`src/rtl/sad_pkg.sv`:
```
// sad_pkg: shared definitions for the motion-vector search controller.
//   - state_e    : controller FSM states (IDLE/ISSUE/DRAIN/DONE)
//   - ncand()    : candidate count of a +/-r square window, (2r+1)^2
//   - mvw()      : signed MV component width able to hold -r..+r
//   - sad_width(): SAD bus width for a given pixel width (8+dwidth)
package sad_pkg;

  typedef enum logic [1:0] {
    IDLE  = 2'd0,
    ISSUE = 2'd1,
    DRAIN = 2'd2,
    DONE  = 2'd3
  } state_e;

  function automatic int ncand(input int r);
    return (2 * r + 1) * (2 * r + 1);
  endfunction

  function automatic int mvw(input int r);
    return $clog2(r + 1) + 1;
  endfunction

  function automatic int sad_width(input int dwidth);
    return 8 + dwidth;
  endfunction

endpackage

```
`src/rtl/sad_mv_search_if.sv`:
```
// sad_mv_search_if: link between the search controller and the SAD engine.
//   cal_en            issue strobe, one candidate per cycle
//   cand_rdy          reference fetch can serve cand_mvx/cand_mvy this cycle
//   cand_mvx/cand_mvy signed displacement of the candidate being issued
//   sad / sad_vld     engine result stream, returned in issue order
// Handshake: a candidate is transferred in every cycle where cal_en=1, and
// cal_en is only ever raised when cand_rdy=1 (cal_en implies cand_rdy).
// cand_mv* are stable whenever cand_rdy=0. Results carry no backpressure:
// every cycle with sad_vld=1 delivers exactly one result.
// Modports: master = controller, slave = engine/fetch side.
interface sad_mv_search_if
  import sad_pkg::*;
#(
  parameter int DWIDTH   = 8,
  parameter int SEARCH_R = 4
) ();

  localparam int MVW   = mvw(SEARCH_R);
  localparam int SAD_W = sad_width(DWIDTH);

  logic                    cal_en;
  logic                    cand_rdy;
  logic signed [MVW-1:0]   cand_mvx;
  logic signed [MVW-1:0]   cand_mvy;
  logic        [SAD_W-1:0] sad;
  logic                    sad_vld;

  modport master (
    output cal_en, cand_mvx, cand_mvy,
    input  cand_rdy, sad, sad_vld
  );

  modport slave (
    input  cal_en, cand_mvx, cand_mvy,
    output cand_rdy, sad, sad_vld
  );

endinterface

```
`src/rtl/sad_raster_cnt.sv`:
```
// sad_raster_cnt: signed raster walk over a +/-SEARCH_R window.
// x runs -R..+R (inner), y runs -R..+R (outer); wraps to (-R,-R).
//   clk, rst  clock / synchronous active-high reset (to (-R,-R))
//   clr       synchronous restart at (-R,-R)
//   en        advance one position
//   x, y      current position
//   last      current position is (+R,+R)
module sad_raster_cnt #(
  parameter int SEARCH_R = 4,
  parameter int MVW      = 4
) (
  input  logic                  clk,
  input  logic                  rst,
  input  logic                  clr,
  input  logic                  en,
  output logic signed [MVW-1:0] x,
  output logic signed [MVW-1:0] y,
  output logic                  last
);

  localparam logic signed [MVW-1:0] R_POS = MVW'(SEARCH_R);
  localparam logic signed [MVW-1:0] R_NEG = MVW'(-SEARCH_R);
  localparam logic signed [MVW-1:0] ONE   = MVW'(1);

  always_ff @(posedge clk) begin
    if (rst || clr) begin
      x <= R_NEG;
      y <= R_NEG;
    end else if (en) begin
      if (x == R_POS) begin
        x <= R_NEG;
        y <= (y == R_POS) ? R_NEG : y + ONE;
      end else begin
        x <= x + ONE;
      end
    end
  end

  assign last = (x == R_POS) && (y == R_POS);

endmodule

```
`src/rtl/sad_mv_search.sv`:
```
// sad_mv_search: full-search motion estimation controller.
// Issues every candidate of the +/-SEARCH_R window to the SAD engine in
// raster order, tracks the returning results in the same order and reports
// the minimum SAD and its motion vector.
//   clk, rst            clock / synchronous active-high reset
//   start               begin a search (accepted only in IDLE)
//   eng                 engine link (master side): cal_en, cand_mv*, sad*
//   busy                state != IDLE
//   done                one-cycle pulse, best_* final in that cycle
//   best_sad            raw SAD of the winner
//   best_mvx, best_mvy  winning displacement
//   dbg_state           current FSM state
// Build option: SAD_SEARCH_ZERO_BIAS_EN credits ZERO_BIAS to the (0,0)
// candidate during comparison (clamped at 0); best_sad stays raw.
module sad_mv_search
  import sad_pkg::*;
#(
  parameter int  DWIDTH    = 8,
  parameter int  SEARCH_R  = 4,
  parameter int  ZERO_BIAS = 16,
  localparam int MVW       = mvw(SEARCH_R),
  localparam int SAD_W     = sad_width(DWIDTH)
) (
  input  logic                   clk,
  input  logic                   rst,
  input  logic                   start,
  sad_mv_search_if.master        eng,
  output logic                   busy,
  output logic                   done,
  output logic       [SAD_W-1:0] best_sad,
  output logic signed [MVW-1:0]  best_mvx,
  output logic signed [MVW-1:0]  best_mvy,
  output state_e                 dbg_state
);

  if (ZERO_BIAS < 0 || ZERO_BIAS >= (1 << SAD_W)) begin : g_bias_check
    $error("ZERO_BIAS does not fit the SAD width");
  end

  state_e state, state_nxt;

  logic                  start_acc, issue_en, issue_last;
  logic                  res_acc, res_last, res_fin, res_done;
  logic                  have_best, take;
  logic signed [MVW-1:0] iss_x, iss_y, res_x, res_y;
  logic [SAD_W-1:0]      cand_cmp, inc_cmp;

  assign start_acc = (state == IDLE) && start;
  assign issue_en  = (state == ISSUE) && eng.cand_rdy;
  // Results are only meaningful while a search is open and not yet complete.
  assign res_acc   = eng.sad_vld && (state == ISSUE || state == DRAIN) && !res_done;
  assign res_fin   = res_done || (res_acc && res_last);

  sad_raster_cnt #(.SEARCH_R(SEARCH_R), .MVW(MVW)) u_issue_cnt (
    .clk (clk), .rst (rst), .clr (start_acc), .en (issue_en),
    .x (iss_x), .y (iss_y), .last (issue_last)
  );

  // Results return in issue order, so a second walk regenerates their MVs.
  sad_raster_cnt #(.SEARCH_R(SEARCH_R), .MVW(MVW)) u_res_cnt (
    .clk (clk), .rst (rst), .clr (start_acc), .en (res_acc),
    .x (res_x), .y (res_y), .last (res_last)
  );

  assign eng.cand_mvx = iss_x;
  assign eng.cand_mvy = iss_y;

  always_ff @(posedge clk) begin
    if (rst) state <= IDLE;
    else     state <= state_nxt;
  end

  always_comb begin
    state_nxt = state;
    case (state)
      IDLE:    if (start) state_nxt = ISSUE;
      ISSUE:   if (issue_en && issue_last) state_nxt = res_fin ? DONE : DRAIN;
      DRAIN:   if (res_fin) state_nxt = DONE;
      DONE:    state_nxt = IDLE;
      default: state_nxt = IDLE;
    endcase
  end

  always_comb begin
    eng.cal_en = 1'b0;
    busy       = 1'b1;
    done       = 1'b0;
    case (state)
      IDLE:    busy = 1'b0;
      ISSUE:   eng.cal_en = eng.cand_rdy;
      DONE:    done = 1'b1;
      default: ;
    endcase
  end

  assign dbg_state = state;

`ifdef SAD_SEARCH_ZERO_BIAS_EN
  localparam logic [SAD_W-1:0] BIAS = SAD_W'(ZERO_BIAS);
  logic [SAD_W-1:0] best_cmp;

  always_comb begin
    cand_cmp = eng.sad;
    if (res_x == '0 && res_y == '0)
      cand_cmp = (eng.sad > BIAS) ? eng.sad - BIAS : '0;
  end

  // The incumbent may be the biased centre, so its compare value is kept
  // apart from the raw SAD that is reported.
  always_ff @(posedge clk) begin
    if (rst || start_acc) best_cmp <= '0;
    else if (take)        best_cmp <= cand_cmp;
  end

  assign inc_cmp = best_cmp;
`else
  assign cand_cmp = eng.sad;
  assign inc_cmp  = best_sad;
`endif

  // Strictly-less keeps the earliest raster candidate on ties.
  assign take = res_acc && (!have_best || cand_cmp < inc_cmp);

  always_ff @(posedge clk) begin
    if (rst || start_acc) begin
      res_done  <= 1'b0;
      have_best <= 1'b0;
      best_sad  <= '0;
      best_mvx  <= '0;
      best_mvy  <= '0;
    end else begin
      if (res_acc && res_last) res_done <= 1'b1;
      if (take) begin
        have_best <= 1'b1;
        best_sad  <= eng.sad;
        best_mvx  <= res_x;
        best_mvy  <= res_y;
      end
    end
  end

endmodule

```
`src/flat_wrapper.sv`:
```
// flat-port wrapper written by rule: the top's interface ports become plain ports
module sad_mv_search_flat import sad_pkg::*;
#(
  parameter int  DWIDTH    = 8,
  parameter int  SEARCH_R  = 4,
  parameter int  ZERO_BIAS = 16,
  localparam int MVW       = mvw(SEARCH_R),
  localparam int SAD_W     = sad_width(DWIDTH)
)
  (clk, rst, start, busy, done, best_sad, best_mvx, best_mvy, dbg_state, eng_cal_en, eng_cand_mvx, eng_cand_mvy, eng_cand_rdy, eng_sad, eng_sad_vld);
  sad_mv_search_if #(.DWIDTH(DWIDTH), .SEARCH_R(SEARCH_R)) eng_i ();
  input  logic clk;
  input  logic rst;
  input  logic start;
  output logic busy;
  output logic done;
  output logic       [SAD_W-1:0] best_sad;
  output logic signed [MVW-1:0] best_mvx;
  output logic signed [MVW-1:0] best_mvy;
  output state_e dbg_state;
  output wire logic [$bits(eng_i.cal_en)-1:0] eng_cal_en;
  output wire logic [$bits(eng_i.cand_mvx)-1:0] eng_cand_mvx;
  output wire logic [$bits(eng_i.cand_mvy)-1:0] eng_cand_mvy;
  input wire logic [$bits(eng_i.cand_rdy)-1:0] eng_cand_rdy;
  input wire logic [$bits(eng_i.sad)-1:0] eng_sad;
  input wire logic [$bits(eng_i.sad_vld)-1:0] eng_sad_vld;
  assign eng_cal_en = eng_i.cal_en;
  assign eng_cand_mvx = eng_i.cand_mvx;
  assign eng_cand_mvy = eng_i.cand_mvy;
  assign eng_i.cand_rdy = eng_cand_rdy;
  assign eng_i.sad = eng_sad;
  assign eng_i.sad_vld = eng_sad_vld;
  sad_mv_search #(.DWIDTH(DWIDTH), .SEARCH_R(SEARCH_R), .ZERO_BIAS(ZERO_BIAS)) u_core (.clk(clk), .rst(rst), .start(start), .eng(eng_i), .busy(busy), .done(done), .best_sad(best_sad), .best_mvx(best_mvx), .best_mvy(best_mvy), .dbg_state(dbg_state));
endmodule
```
`config.mk`:
```
export PLATFORM = sky130hd
export DESIGN_NAME = sad_mv_search_flat
export DESIGN_NICKNAME = d
export VERILOG_FILES = /design/src/rtl/sad_pkg.sv /design/src/rtl/sad_mv_search_if.sv /design/src/rtl/sad_raster_cnt.sv /design/src/rtl/sad_mv_search.sv /design/src/flat_wrapper.sv
export SDC_FILE = /design/constraint.sdc
export NUM_CORES = 1
export LEC_CHECK = 0
export ABC_AREA = 1
export CELL_PAD_IN_SITES_DETAIL_PLACEMENT = 1
export CELL_PAD_IN_SITES_GLOBAL_PLACEMENT = 2
export CORE_MARGIN = 2
export CORE_UTILIZATION = 25
export CTS_BUF_LIST = sky130_fd_sc_hd__clkbuf_8
export CTS_CLUSTER_SIZE = 12
export DETAILED_ROUTE_END_ITERATION = 8
export PLACE_DENSITY = 0.8
export SLEW_MARGIN = 20
export SYNTH_ARGS = -nofsm -noshare
export SYNTH_HDL_FRONTEND = slang
export SYNTH_HIERARCHICAL = 1
export SYNTH_SLANG_ARGS = --single-unit
```
`constraint.sdc`:
```
create_clock -name clk -period 5.6 [get_ports clk]
set_input_delay 0.56 -clock clk [delete_from_list [all_inputs] [get_ports clk]]
set_output_delay 0.56 -clock clk [all_outputs]
set_load 0.05 [all_outputs]
```
---- Word-level counts from Yosys, hierarchy flattened ----
Index checks and enable logic that the tools add are counted.
operators by class
  add/subtract/negate cells ............... 4
  $lt $le $gt $ge ......................... 1
  equal/unequal tests ..................... 10
  multiplexer cells ....................... 12
  reductions and logical operators ........ 19
operators by type and width
  cell                   number
  $add A4 B2 Y4 const B  4
  $eq A4 B4 Y1 const B   4
  $lt A16 B16 Y1         1
  $mux W4                4
  $logic_and A1 B1 Y1    9
  $pmux W2 S4            1
  $mux W2                3
  $eq A2 B2 Y1 const B   2
  $logic_or A1 B1 Y1     4
  $mux W1                4
  $ne A2 B2 Y1 const B   2
  $reduce_and A2 Y1      2
  $reduce_and A3 Y1      1
  $eq A2 B1 Y1 const B   1
  $logic_not A1 Y1       2
  $logic_not A2 Y1       1
  $ne A2 B1 Y1 const B   1
storage, ports and cells
  flip-flop bits (word level) ............. 44
  output and inout port bits .............. 37

---- Depth between registers and ports, before layout ----
  depth after elaboration ................. 9
  gate-level depth with buffers ........... 15
  gate-level depth less buffers ........... 14

---- Hierarchy ----
The synthesis kept the hierarchy.
modules (own cells, without submodules)
  module          instances  cells each  area each (sq um)
  sad_mv_search   1          263         1735.4
  sad_raster_cnt  2          64          461.7

---- Worst setup path before layout ----
No wires, ideal clock.
  path type ............................... reg2reg
  from .................................... register u_core.state[0], in the netlist u_core/dbg_state[0]
  to ...................................... register u_core.u_res_cnt.y[0]
  arrival time ............................ 2147 ps
  required time ........................... 5485 ps
  slack ................................... 3337 ps
  stages on the path, launching flop included .. 11
  path buffers ............................ 1
  cell sequence ........................... dfxtp_1 inv_1 ha_1 nand3_1 clkinv_1 clkbuf_1 inv_1 nor2_4 nand2_1 nand2_1 nor2_1
between the ends
  cells in the longest elaborated chain, start to end .. 5
  elaborated cells between the ends (all ways) .. 9
RTL lines
  element                                              line                  source
  from (decl)                                          sad_mv_search.sv:40   state_e state, state_nxt;
  from (signal assigned)                               sad_mv_search.sv:70   else state <= state_nxt;
  $eq A2 B1 Y1 / $eq A2 B2 Y1 (equally long branches)  sad_mv_search.sv:51   assign res_acc = eng.sad_vld && (state == ISSUE || state == DRAIN) && !res_done;
  $logic_or A1 B1 Y1 (*)                               sad_mv_search.sv:51
  $logic_and A1 B1 Y1 (*) (2 in a row)                 sad_mv_search.sv:51
  via u_core.res_acc                                   sad_mv_search.sv:43   logic res_acc, res_last, res_fin, res_done;
  $reduce_and A2 Y1 (no source line) (*)               n/a
  to (signal assigned)                                 sad_raster_cnt.sv:32  y <= (y == R_POS) ? R_NEG : y + ONE;
  to (decl)                                            sad_raster_cnt.sv:17  output logic signed [MVW-1:0] y,
The timed path passes the listed nets; every way through them passes the cells marked *.
A chain may end at the register's enable or synchronous reset.

---- Worst setup path after layout ----
  from .................................... input eng_cand_rdy
  to ...................................... output eng_cal_en
between the ends
  cells in the longest elaborated chain, start to end .. 1
RTL lines
  element      line                 source
  from (decl)  flat_wrapper.sv:24   input wire logic [$bits(eng_i.cand_rdy)-1:0] eng_cand_rdy;
  $mux W1      sad_mv_search.sv:88  case (state)
  to (decl)    flat_wrapper.sv:21   output wire logic [$bits(eng_i.cal_en)-1:0] eng_cal_en;
Every way passes these cells.

==> run summary <==
Of all nets on the critical path, the largest fanout is 7. Relative to the synthesized area, the layout overhead comes to 29.84%. The run gives 0 as the number of failing hold endpoints at the final stage. After clock tree synthesis, the clock-pin slew on the worst setup and hold paths is 0.08 ns.

Before CTS, the worst setup slack after placement is 2.728 ns. Clock skew: 0.007094 ns. Wires add up to 6860 um. The tools report the met2 usage in global routing as 20.52%. The logs give 0 for the quantity of hold-fixing buffers added after cts and 2 for the CTS H-tree depth.

Dividing the detail-routed via count by the number of cells gives 4.373. The number of synthesized register bits is 44, and the total cell area at the placement stage is 3339 um^2. Fill cells in the final layout number 1,285.

Max-cap violations in this run came to 0. The tools report the category of the worst setup path launch point as an input pin. Counting along the longest clock path gives a buffer depth of 2.

TritonCTS created 5 clock buffers. Derived from the worst setup path, the maximum achievable clock frequency is 368.9 MHz. The transition at the pin with the smallest max-transition slack works out to 0.8434 ns.

In this run, placement finished with an instance count of 573. For the remaining antenna violation count after routing, the log shows 0. In the final layout, the share of cells above drive strength 1 is 4.719%. Routability-driven placement finished with a final weighted congestion of 0.7475.

When the netlist entered floorplanning its net count stood at 440. The die is 107.1 um wide. Sequential cells were found to cover 33.13% of the synthesized design area. The library cell used most frequently in the layout, excluding fill and tap cells, is nand2_1.

The cell count after synthesis came out at 391. The wire length per cell was 11.81 um; the post-DP HPWL was 5065 um. The logs give 0 for the number of buffers inserted to repair setup after CTS and 5.04 ns for the worst endpoint required time. The synthesized netlist occupies a cell area of 2659 um^2. Leaving out fill and tap cells, the most frequent cells in the layout are 79 x nand2_1, 74 x inv_1, 57 x clkdlybuf4s50_1, 47 x nor2_1, 44 x dfxtp_1. TritonCTS built the clock tree. The floorplan step set the die height to 107.1 um. The floorplan has 37 rows. Counting every sink on the clock net gives 44. For the number of max-slew violations in the final report, the log shows 0. The number of antenna diodes in the final layout is 0. The total leakage power was 1.509 nW; the power density relative to cell area was 396.4 nW/um^2.

The run gives 58 as the number of I/O pins. After synthesis, the cell types taking the most area are dfxtp_1 33%, ha_1 13%, nand2_1 11%. The average cell area after synthesis is 6.800 um^2. Detailed routing inserted a total of 2,541 vias.

For the number of setup violations in the final report, the log shows 0. During synthesis, Yosys emitted a total of 6 warnings. The tools report the insertion delay of the later-clocked pin in the worst-skew pair as 0.29 ns. The worst setup path is captured at a primary output.

The path class of the tightest hold or removal check is reg2reg. The logs give 0 for the count of instances resized after the clock tree is built and 49 for the pin count of the biggest net entering global routing. The layer with the highest usage was met2. Overall power consumption after layout is estimated at 1.369 mW. Across the VDD grid, the largest voltage drop is 145.9 uV. The tools report the number of global-route vias before repair as 2,620. Setup repair after global routing left no endpoint under its margin. In the final timing run, aggregate negative setup slack is 0 ns. Top cell type by total area after synthesis: dfxtp_1. The tools report the worst-case setup margin in the final layout as 2.889 ns. In this run the tightest slew margin relative to its limit is 43.58%. The worst path needs 2.711 ns of the cycle, external delays included. The number of cells in the finished layout apart from fillers was 581; the number of buffers inserted by port buffering was 57. At the worst endpoint, the arrival time is 2.15 ns.

The run finished with clean final reports. The total area inside the core boundary comes to 10,320 um^2. For this run, the post-layout net count is 493. The tools report the global routing met1 resource utilization as 16.41%. The category of the critical setup timing path is in2out. The die covers 11,480 um^2.

The logs give 12.39% for the overall routing resource usage and 0 for the number of antenna violations at the first check in global routing. Once the floorplan was initialized, standard cells occupied 25.75% of the core. For this run, design rule violations remaining after detail routing come to 0. The first global-routing pass estimated 11,720 um of wire. The tools report the number of unique standard cell types used by synthesis as 26. After global routing the overflow that remains totals 0. In the global route stage, met3 resource usage came out at 2.675%. For the violation count after the first detailed-routing iteration, the log shows 51.

The share of synthesized area in the top cell type comes to 33.13%. The tools report the root buffer cell as clkbuf_8. With fillers left out, the area of the finished cells amounts to 3452 um^2. Final worst-path cycle share: 48.41%. Before antenna repair, the detailed router went through 4 iterations.
==> cells in the mapped netlist, drive strengths merged <==
cell / count
o211ai: 1
dfxtp: 44
nand2: 82
clkbuf: 7
inv: 74
o21ai: 10
a211oi: 1
buf: 5
nor3: 3
nand3: 40
a21oi: 36
nor2: 50
ha: 28
xor2: 2
nand4: 4
xnor2: 2
o21a: 1
clkinv: 1
==> kinds of logic after synthesis <==
family / Yosys count / synth area share (%)
AOI/OAI and AO/OA: 49 / 9.788
buffers and inverters: 87 / 13.22
DFF: 44 / 33.13
and+or+nand+nor: 179 / 29.36
xor gates and xnor gates: 4 / 1.318
adders and majority gates: 28 / 13.18
==> path summary, 6_finish.rpt <==
check	from	to	slack (ns)	cells after the start
min reg2reg	u_core/best_mvy[1]$_SDFFE_PP0P_	u_core/best_mvy[1]$_SDFFE_PP0P_	0.49	2
max	eng_cand_rdy	eng_cal_en	2.89	4
max reg2reg	u_core/dbg_state[0]$_SDFFE_PP0P_	u_core/dbg_state[0]$_SDFFE_PP0P_	2.94	12
min	u_core/best_mvy[1]$_SDFFE_PP0P_	u_core/best_mvy[1]$_SDFFE_PP0P_	0.49	2
==> stage by stage <==
stage / hold WS, ns / util (%)
after floorplan: 0.4614 / -
after global placement: 0.4729 / 32.35
after detailed placement: 0.4827 / 32.35
after CTS: 0.5043 / 33.39
after global routing: 0.5334 / 33.44
final: 0.4930 / 33.44
==> sequential cells by signal (all words and copies together), names as in the netlist <==
signal and flops:
u_core/best_sad 16, u_core/best_mvx 4, u_core/best_mvy 4, u_core/u_issue_cnt/x 4, u_core/u_issue_cnt/y 4, u_core/u_res_cnt/x 4, u_core/u_res_cnt/y 4, u_core/dbg_state 2
u_core/have_best 1, u_core/res_done 1
==> per-layer routing <==
| layer | share of wire [%] | wire length (um) |
|---|---|---|
| met5 | 0 | 0 |
| met4 | 0.80 | 55 |
| met3 | 4.4 | 299 |
| met2 | 45 | 3096 |
| met1 | 50 | 3409 |
==> cell type report <==
cell class | instances | area, um^2 | share of cell area, %
Multi-Input combinational cell | 260 | 1434 | 41.54
Timing Repair Buffer | 58 | 578.1 | 16.75
Sequential cell | 44 | 880.8 | 25.52
Clock buffer | 5 | 68.82 | 1.993
Inverter | 75 | 281.5 | 8.155
Tap cell | 136 | 170.2 | 4.929
Clock inverter | 3 | 38.79 | 1.124
==> report_power, final <==
group          internal (mW)  switching (mW)  total [mW]
logic                  0.238           0.462       0.700
registers              0.371          0.0520       0.423
clock network          0.131           0.114       0.245
==> worst max-delay path, stage by stage <==
cell and delay [ns]:
clkdlybuf4s50_1 0.50, nand2_1 0.06, inv_1 0.18, clkdlybuf4s50_1 0.85
Power figures use the tool's default switching activity.
==> variant 1, RTL diff (same flow settings) <==
`SEARCH_R` is set to 4 in 4 places; all go to 2.
--- a/src/rtl/sad_mv_search_if.sv
+++ b/src/rtl/sad_mv_search_if.sv
@@ -12,7 +12,7 @@
   import sad_pkg::*;
 #(
   parameter int DWIDTH   = 8,
-  parameter int SEARCH_R = 4
+  parameter int SEARCH_R = 2
 ) ();
 
   localparam int MVW   = mvw(SEARCH_R);
--- a/src/rtl/sad_raster_cnt.sv
+++ b/src/rtl/sad_raster_cnt.sv
@@ -6,7 +6,7 @@
 //   x, y      current position
 //   last      current position is (+R,+R)
 module sad_raster_cnt #(
-  parameter int SEARCH_R = 4,
+  parameter int SEARCH_R = 2,
   parameter int MVW      = 4
 ) (
   input  logic                  clk,
--- a/src/rtl/sad_mv_search.sv
+++ b/src/rtl/sad_mv_search.sv
@@ -16,7 +16,7 @@
   import sad_pkg::*;
 #(
   parameter int  DWIDTH    = 8,
-  parameter int  SEARCH_R  = 4,
+  parameter int  SEARCH_R  = 2,
   parameter int  ZERO_BIAS = 16,
   localparam int MVW       = mvw(SEARCH_R),
   localparam int SAD_W     = sad_width(DWIDTH)
--- a/src/flat_wrapper.sv
+++ b/src/flat_wrapper.sv
@@ -2,7 +2,7 @@
 module sad_mv_search_flat import sad_pkg::*;
 #(
   parameter int  DWIDTH    = 8,
-  parameter int  SEARCH_R  = 4,
+  parameter int  SEARCH_R  = 2,
   parameter int  ZERO_BIAS = 16,
   localparam int MVW       = mvw(SEARCH_R),
   localparam int SAD_W     = sad_width(DWIDTH)
Interface: changed (resized best_mvx, best_mvy, eng_cand_mvx and eng_cand_mvy); port bits go from 58 to 54. No check against the original RTL was run, so the function may have changed too.
==> variant 1 against the unedited design <==
- wire length shrank 16%
- total power shrank 6.2%
- register-to-register slack gained 0.45 ns
- critical endpoint unchanged
- fmax grew 1.5%
- critical path depth is the same
- setup slack gained 0.040 ns
- critical path type unchanged
- area after synthesis shrank 11%
- cell area shrank 11%
- core utilization is essentially flat
- sequential cell count shrank 6
- sequential share of layout area shrank 0.79 points
==> variant 1: results (changes against the unedited design) <==
stage,metric,value,unit,change
outcome,outcome,finished clean,,
worst_hold_path,Tightest Hold Check Type,flop to flop,,
logic_synthesis,synth cell count leaders,"75 x nand2_1, 64 x inv_1, 39 x nor2_1",,
setup_path,"Slowest-stage cell, CP",clkdlybuf4s50_1,,
layout,nets,440,,-11%
placed_design,routability cong.,0.727,,-2.8%
clocking,Max clock buf depth,2,,unchanged
logic_synthesis,top post-synthesis cells by area,"dfxtp_1 32%, ha_1 15%, nand2_1 12%, inv_1 10%, a21oi_1 7.0%",,
route,routed wl met2,2690,um,-13%
clocking,post_cts resized,0,,unchanged
logic_synthesis,Synthesis Warnings,6,,unchanged
grt,overall fraction of global-route tracks in use,12.0,%,-0.40 points
placed_design,IO Port Bufs,53,,-7.0%
job,maxcap violations,0,,unchanged
logic_synthesis,mux cell area share after synthesis,0,%,unchanged
grt,met3 GRT Util,2.91,%,+0.24 points
power,leakage power,1.40,nW,-7.4%
logic_synthesis,post-synthesis sequential area ratio,32.3,%,-0.86 points
logic_synthesis,Synth Area in Compound Gates,9.13,%,-0.66 points
placed_design,estimated wirelength of the detail-placed design,4280,um,-16%
layout,number of fill cells,1154,,-10%
layout,share of cells above drive strength 1,4.60,%,-0.12 points
clocking,Post-CTS Setup Inserts,0,,unchanged
clocking,cts bufs inserted,5,,unchanged
grt,pin count of the biggest net entering global routing,52,,+6.1%
route,met1 WL,2720,um,-20%
clocking,"Clk Latency, worst-skew pair",0.29,ns,about the same
route,WL per Instance,11.5,um,-3.0%
power,Max VDD drop,133,uV,-8.6%
clocking,Clock Pin Slew Worst Setup and Hold Paths,0.08,ns,about the same
logic_synthesis,Netlist cell types,24,,-7.7%
clocking,htree depth,2,,unchanged
grt,initial antenna violation count,0,,unchanged
route,first-pass iteration count of the detailed router,5,,+1
route,Max Used Layer,met4,,
logic_synthesis,most common cell in the netlist,nand2_1,,
grt,first-pass GRT wire length,10000,um,-14%
clocking,root buf cell,clkbuf_8,,
route,Vias per Instance,4.40,,+0.57%
sta,Slew @ Worst Pin,0.515,ns,-0.328 ns
layout,max reg flops,16,,unchanged
grt,met1 Usage GRT,14.3,%,-2.2 points
route,post-route ant nets,0,,unchanged
setup_path,Worst Path Max Fanout,6,,-1
route,initial DRC count,62,,+22%
logic_synthesis,Syn Nets,389,,-12%
sta,Layout Skew,0.00891,ns,+0.00182 ns
power,Sw Share,45.5,%,-0.43 points
grt,GR Util met2,21.4,%,+0.87 points
logic_synthesis,post-synthesis adder-cell area fraction,14.9,%,+1.7 points
layout,Antenna Diode Count,0,,unchanged
route,metal3 WL,278,um,-7.0%
logic_synthesis,XOR/XNOR share of the synthesized area,0.743,%,-0.57 points
setup_path,max incr delay on CP,0.84,ns,
grt,vias in the first global route,2298,,-12%
placed_design,DP Worst Slack,2.93,ns,+0.204 ns
==> variant 1: worst register-to-register path: cells and delay by family, from the launching register on <==
family          cells  cell delay [ns]
simple gates        5             0.42
compound gates      2             0.23
flops               1             0.45
fa+ha+maj           1             0.33
buf+inv             4             0.66
==> variant 1: per-stage QoR <==
step	instances	area [sq um]
after detailed placement	495	2960
after global routing	502	3080
after floorplan	340	2360
after CTS	502	3080
after global placement	495	2960
final	502	3080
==> variant 1: power by group through the flow <==
stage	logic [mW]	clock network [mW]	registers (mW)
2_1_floorplan	0.332	0	0.536
3_3_place_gp	0.663	0	0.379
3_5_place_dp	0.680	0	0.379
4_1_cts	0.683	0.254	0.373
5_1_grt	0.744	0.263	0.383
6_report	0.673	0.240	0.371
==> variant 1: path summary, 6_finish.rpt <==
path	startpoint	to	slack (ns)	cells after the start
setup / recovery	eng_cand_rdy	eng_cal_en	2.93	4
hold / removal	u_core/best_mvy[0]$_SDFFE_PP0P_	u_core/best_mvy[0]$_SDFFE_PP0P_	0.48	2
setup reg to reg	u_core/dbg_state[0]$_SDFFE_PP0P_	u_core/dbg_state[0]$_SDFFE_PP0P_	3.39	12
hold reg to reg	u_core/best_mvy[0]$_SDFFE_PP0P_	u_core/best_mvy[0]$_SDFFE_PP0P_	0.48	2
==> variant 1: final cells by class <==
class,instances,area share (%)
multi-input combinational,227,41.6
sequential,38,24.7
timing repair buffer,55,17.7
inverter,64,7.81
tap,111,4.51
clock buffer,6,2.68
clock inverter,1,0.976
==> variant 1: cell families (layout without fill, tap and decap cells) <==
group | count (synthesis) | count (layout)
and+or+nand+nor | 156 | 156
buffers and inverters | 75 | 126
AOI/OAI and AO/OA | 41 | 41
DFF | 38 | 38
adders and majority gates | 28 | 28
xor gates and xnor gates | 2 | 2
==> variant 2, RTL diff (same flow settings) <==
Made on the original files. Put one more register stage on the output `dbg_state`, without a reset. The value now appears one clock later. The other outputs are not delayed to match.
--- a/src/rtl/sad_mv_search.sv
+++ b/src/rtl/sad_mv_search.sv
@@ -93,7 +93,9 @@
     endcase
   end
 
-  assign dbg_state = state;
+  always_ff @(posedge clk) begin
+    dbg_state <= state;
+  end
 
 `ifdef SAD_SEARCH_ZERO_BIAS_EN
   localparam logic [SAD_W-1:0] BIAS = SAD_W'(ZERO_BIAS);
Check against the original RTL: not equivalent (Yosys sat finds a counterexample within 4 cycles, from zero or initial values and one cycle with rst high).
==> variant 2 against the unedited design <==
- highest routed layer unchanged
- sequential cell count up 2
- setup slack got worse by 0.0091 ns
- largest cell class unchanged
- wire length decreased by 1.4%
- total power increased by 2.7%
- area after synthesis grew 1.5%
- critical endpoint unchanged
- via count up 1.0%
- sequential power is 4% higher
- cell area grew 1.2%
==> variant 2: results (changes against the unedited design) <==
stage,metric,value,unit,change
layout,Biggest register,u_core/best_sad,,
grt,pin count of the biggest net entering global routing,56,,+14%
logic_synthesis,post-synthesis sequential area ratio,34.1,%,+0.99 points
route,initial DRC count,94,,+84%
logic_synthesis,post-synthesis adder-cell area fraction,13.0,%,-0.20 points
route,routed wl met2,3130,um,+1.1%
grt,overall fraction of global-route tracks in use,12.2,%,-0.19 points
logic_synthesis,top post-synthesis cells by area,"dfxtp_1 34%, ha_1 13%, nand2_1 11%, inv_1 10%, nand3_1 7.0%",,
clocking,Post-CTS Setup Inserts,0,,unchanged
logic_synthesis,Async SR Flop Fraction,0,%,unchanged
clocking,"Clk Latency, worst-skew pair",0.31,ns,+0.02 ns
logic_synthesis,Synthesis Warnings,6,,unchanged
sta,Layout Skew,0.0106,ns,+0.00351 ns
layout,Antenna Diode Count,0,,unchanged
setup_path,r2r worst-path depth,12,,unchanged
setup_path,Worst R2R End,u_core/best_sad[15]$_SDFFE_PP0P_,,
placed_design,estimated wirelength of the detail-placed design,5040,um,-0.46%
route,first-pass iteration count of the detailed router,4,,unchanged
logic_synthesis,XOR/XNOR share of the synthesized area,1.30,%,-0.020 points
setup_path,Worst Path Max Fanout,7,,unchanged
placed_design,routability cong.,0.726,,-2.8%
worst_hold_path,Min-Delay Endpoint,u_core/dbg_state[1]$_DFF_P_,,
layout,share of cells above drive strength 1,4.92,%,+0.20 points
route,met1 WL,3240,um,-5.0%
worst_hold_path,Tightest Hold Check Type,flop to flop,,
grt,first-pass GRT wire length,11700,um,-0.47%
clocking,Max clock buf depth,2,,unchanged
clocking,Clock Pin Slew Worst Setup and Hold Paths,0.10,ns,+0.02 ns
placed_design,Area after DPL,0.00338,sq mm,+1.2%
worst_hold_path,WHS Path Cells,0,,-2
route,metal3 WL,311,um,+4.0%
outcome,outcome,finished clean,,
clocking,post_cts resized,0,,unchanged
logic_synthesis,mux cell area share after synthesis,0,%,unchanged
power,Max VDD drop,128,uV,-12%
sta,Slew headroom,41.8,%,-1.8 points
route,Max Used Layer,met4,,
route,Vias per Instance,4.40,,+0.68%
logic_synthesis,Syn Nets,442,,+0.45%
clocking,cts bufs inserted,5,,unchanged
clocking,htree depth,2,,unchanged
setup_path,Crit Reg-Reg Startpoint,u_core/best_sad[13]$_SDFFE_PP0P_,,
route,WL per Instance,11.6,um,-1.7%
layout,nets,495,,+0.41%
logic_synthesis,synth cell count leaders,"79 x nand2_1, 73 x inv_1, 48 x nor2_1",,
logic_synthesis,Synth Area in Compound Gates,9.64,%,-0.15 points
layout,max reg flops,16,,unchanged
clocking,CTS tree,built,,
route,post-route ant nets,0,,unchanged
worst_hold_path,hold path start,u_core/state[1]$_SDFFE_PP0P_,,
setup_path,Worst EP arrival,2.16,ns,
setup_path,reg-to-reg setup timing slack,3.27,ns,+0.33 ns
clocking,root buf cell,clkbuf_8,,
grt,initial antenna violation count,0,,unchanged
grt,vias in the first global route,2667,,+1.8%
placed_design,IO Port Bufs,57,,unchanged
logic_synthesis,ys flop type,dfxtp_1,,
logic_synthesis,Netlist cell types,26,,unchanged
power,leakage power,1.52,nW,+1.0%
## variant 2: cell types whose count changed after synthesis
cell	change
dfxtp_1	+2
## variant 2: cell families after synthesis
group | count (synthesis)
and+or+nand+nor | 179
buffers and inverters | 87
AOI/OAI and AO/OA | 49
DFF | 46
adders and majority gates | 28
xor gates and xnor gates | 4
## variant 2: worst max-delay path by stage
stage / from / depth (start not counted) / end
2_1_floorplan: u_core/best_sad[15]$_SDFFE_PP0P_ / 13 / u_core/best_sad[0]$_SDFFE_PP0P_
4_1_cts: eng_cand_rdy / 4 / eng_cal_en
5_1_grt: eng_sad[15] / 11 / u_core/best_sad[9]$_SDFFE_PP0P_
3_5_place_dp: eng_sad[15] / 11 / u_core/best_sad[11]$_SDFFE_PP0P_
3_3_place_gp: eng_sad[15] / 11 / u_core/best_mvy[1]$_SDFFE_PP0P_
6_report: eng_cand_rdy / 4 / eng_cal_en
## variant 2: final cells by class
type | count | area (sq um)
Clock buffer | 5 | 68.8
Clock inverter | 3 | 40.0
Fill cell | 1322 | 6920
Inverter | 75 | 282
Multi-Input combinational cell | 260 | 1430
Sequential cell | 46 | 921
Tap cell | 136 | 170
Timing Repair Buffer | 58 | 578
## variant 2: stage by stage
stage          util, %  setup WS [ns]  hold WS [ns]  std cells
2_1_floorplan        -           3.58         0.371        393
3_3_place_gp      32.4           2.67         0.402        575
3_5_place_dp      32.4           2.63         0.397        575
4_1_cts           33.5           2.85         0.412        583
5_1_grt           33.5           2.72         0.419        583
6_report          33.5           2.88         0.403        583
## variant 2: routing by layer
metal,vias to the layer above,track usage (%)
met1,1186,15.5
met4,0,3.57
li1,1328,-
met5,-,0
met2,47,20.9
met3,6,2.30
## variant 2: power breakdown
| group | internal (mW) | total (mW) | switching (mW) | leakage [nW] |
|---|---|---|---|---|
| clock network | 0.132 | 0.254 | 0.122 | 0.0579 |
| logic | 0.241 | 0.710 | 0.469 | 1.09 |
| registers | 0.391 | 0.442 | 0.0501 | 0.374 |
| total | 0.764 | 1.40 | 0.641 | 1.52 |
## variant 2: worst max-delay path, stage by stage
cell and delay [ns]:
clkdlybuf4s50_1 0.49, nand2_1 0.06, inv_1 0.20, clkdlybuf4s50_1 0.85
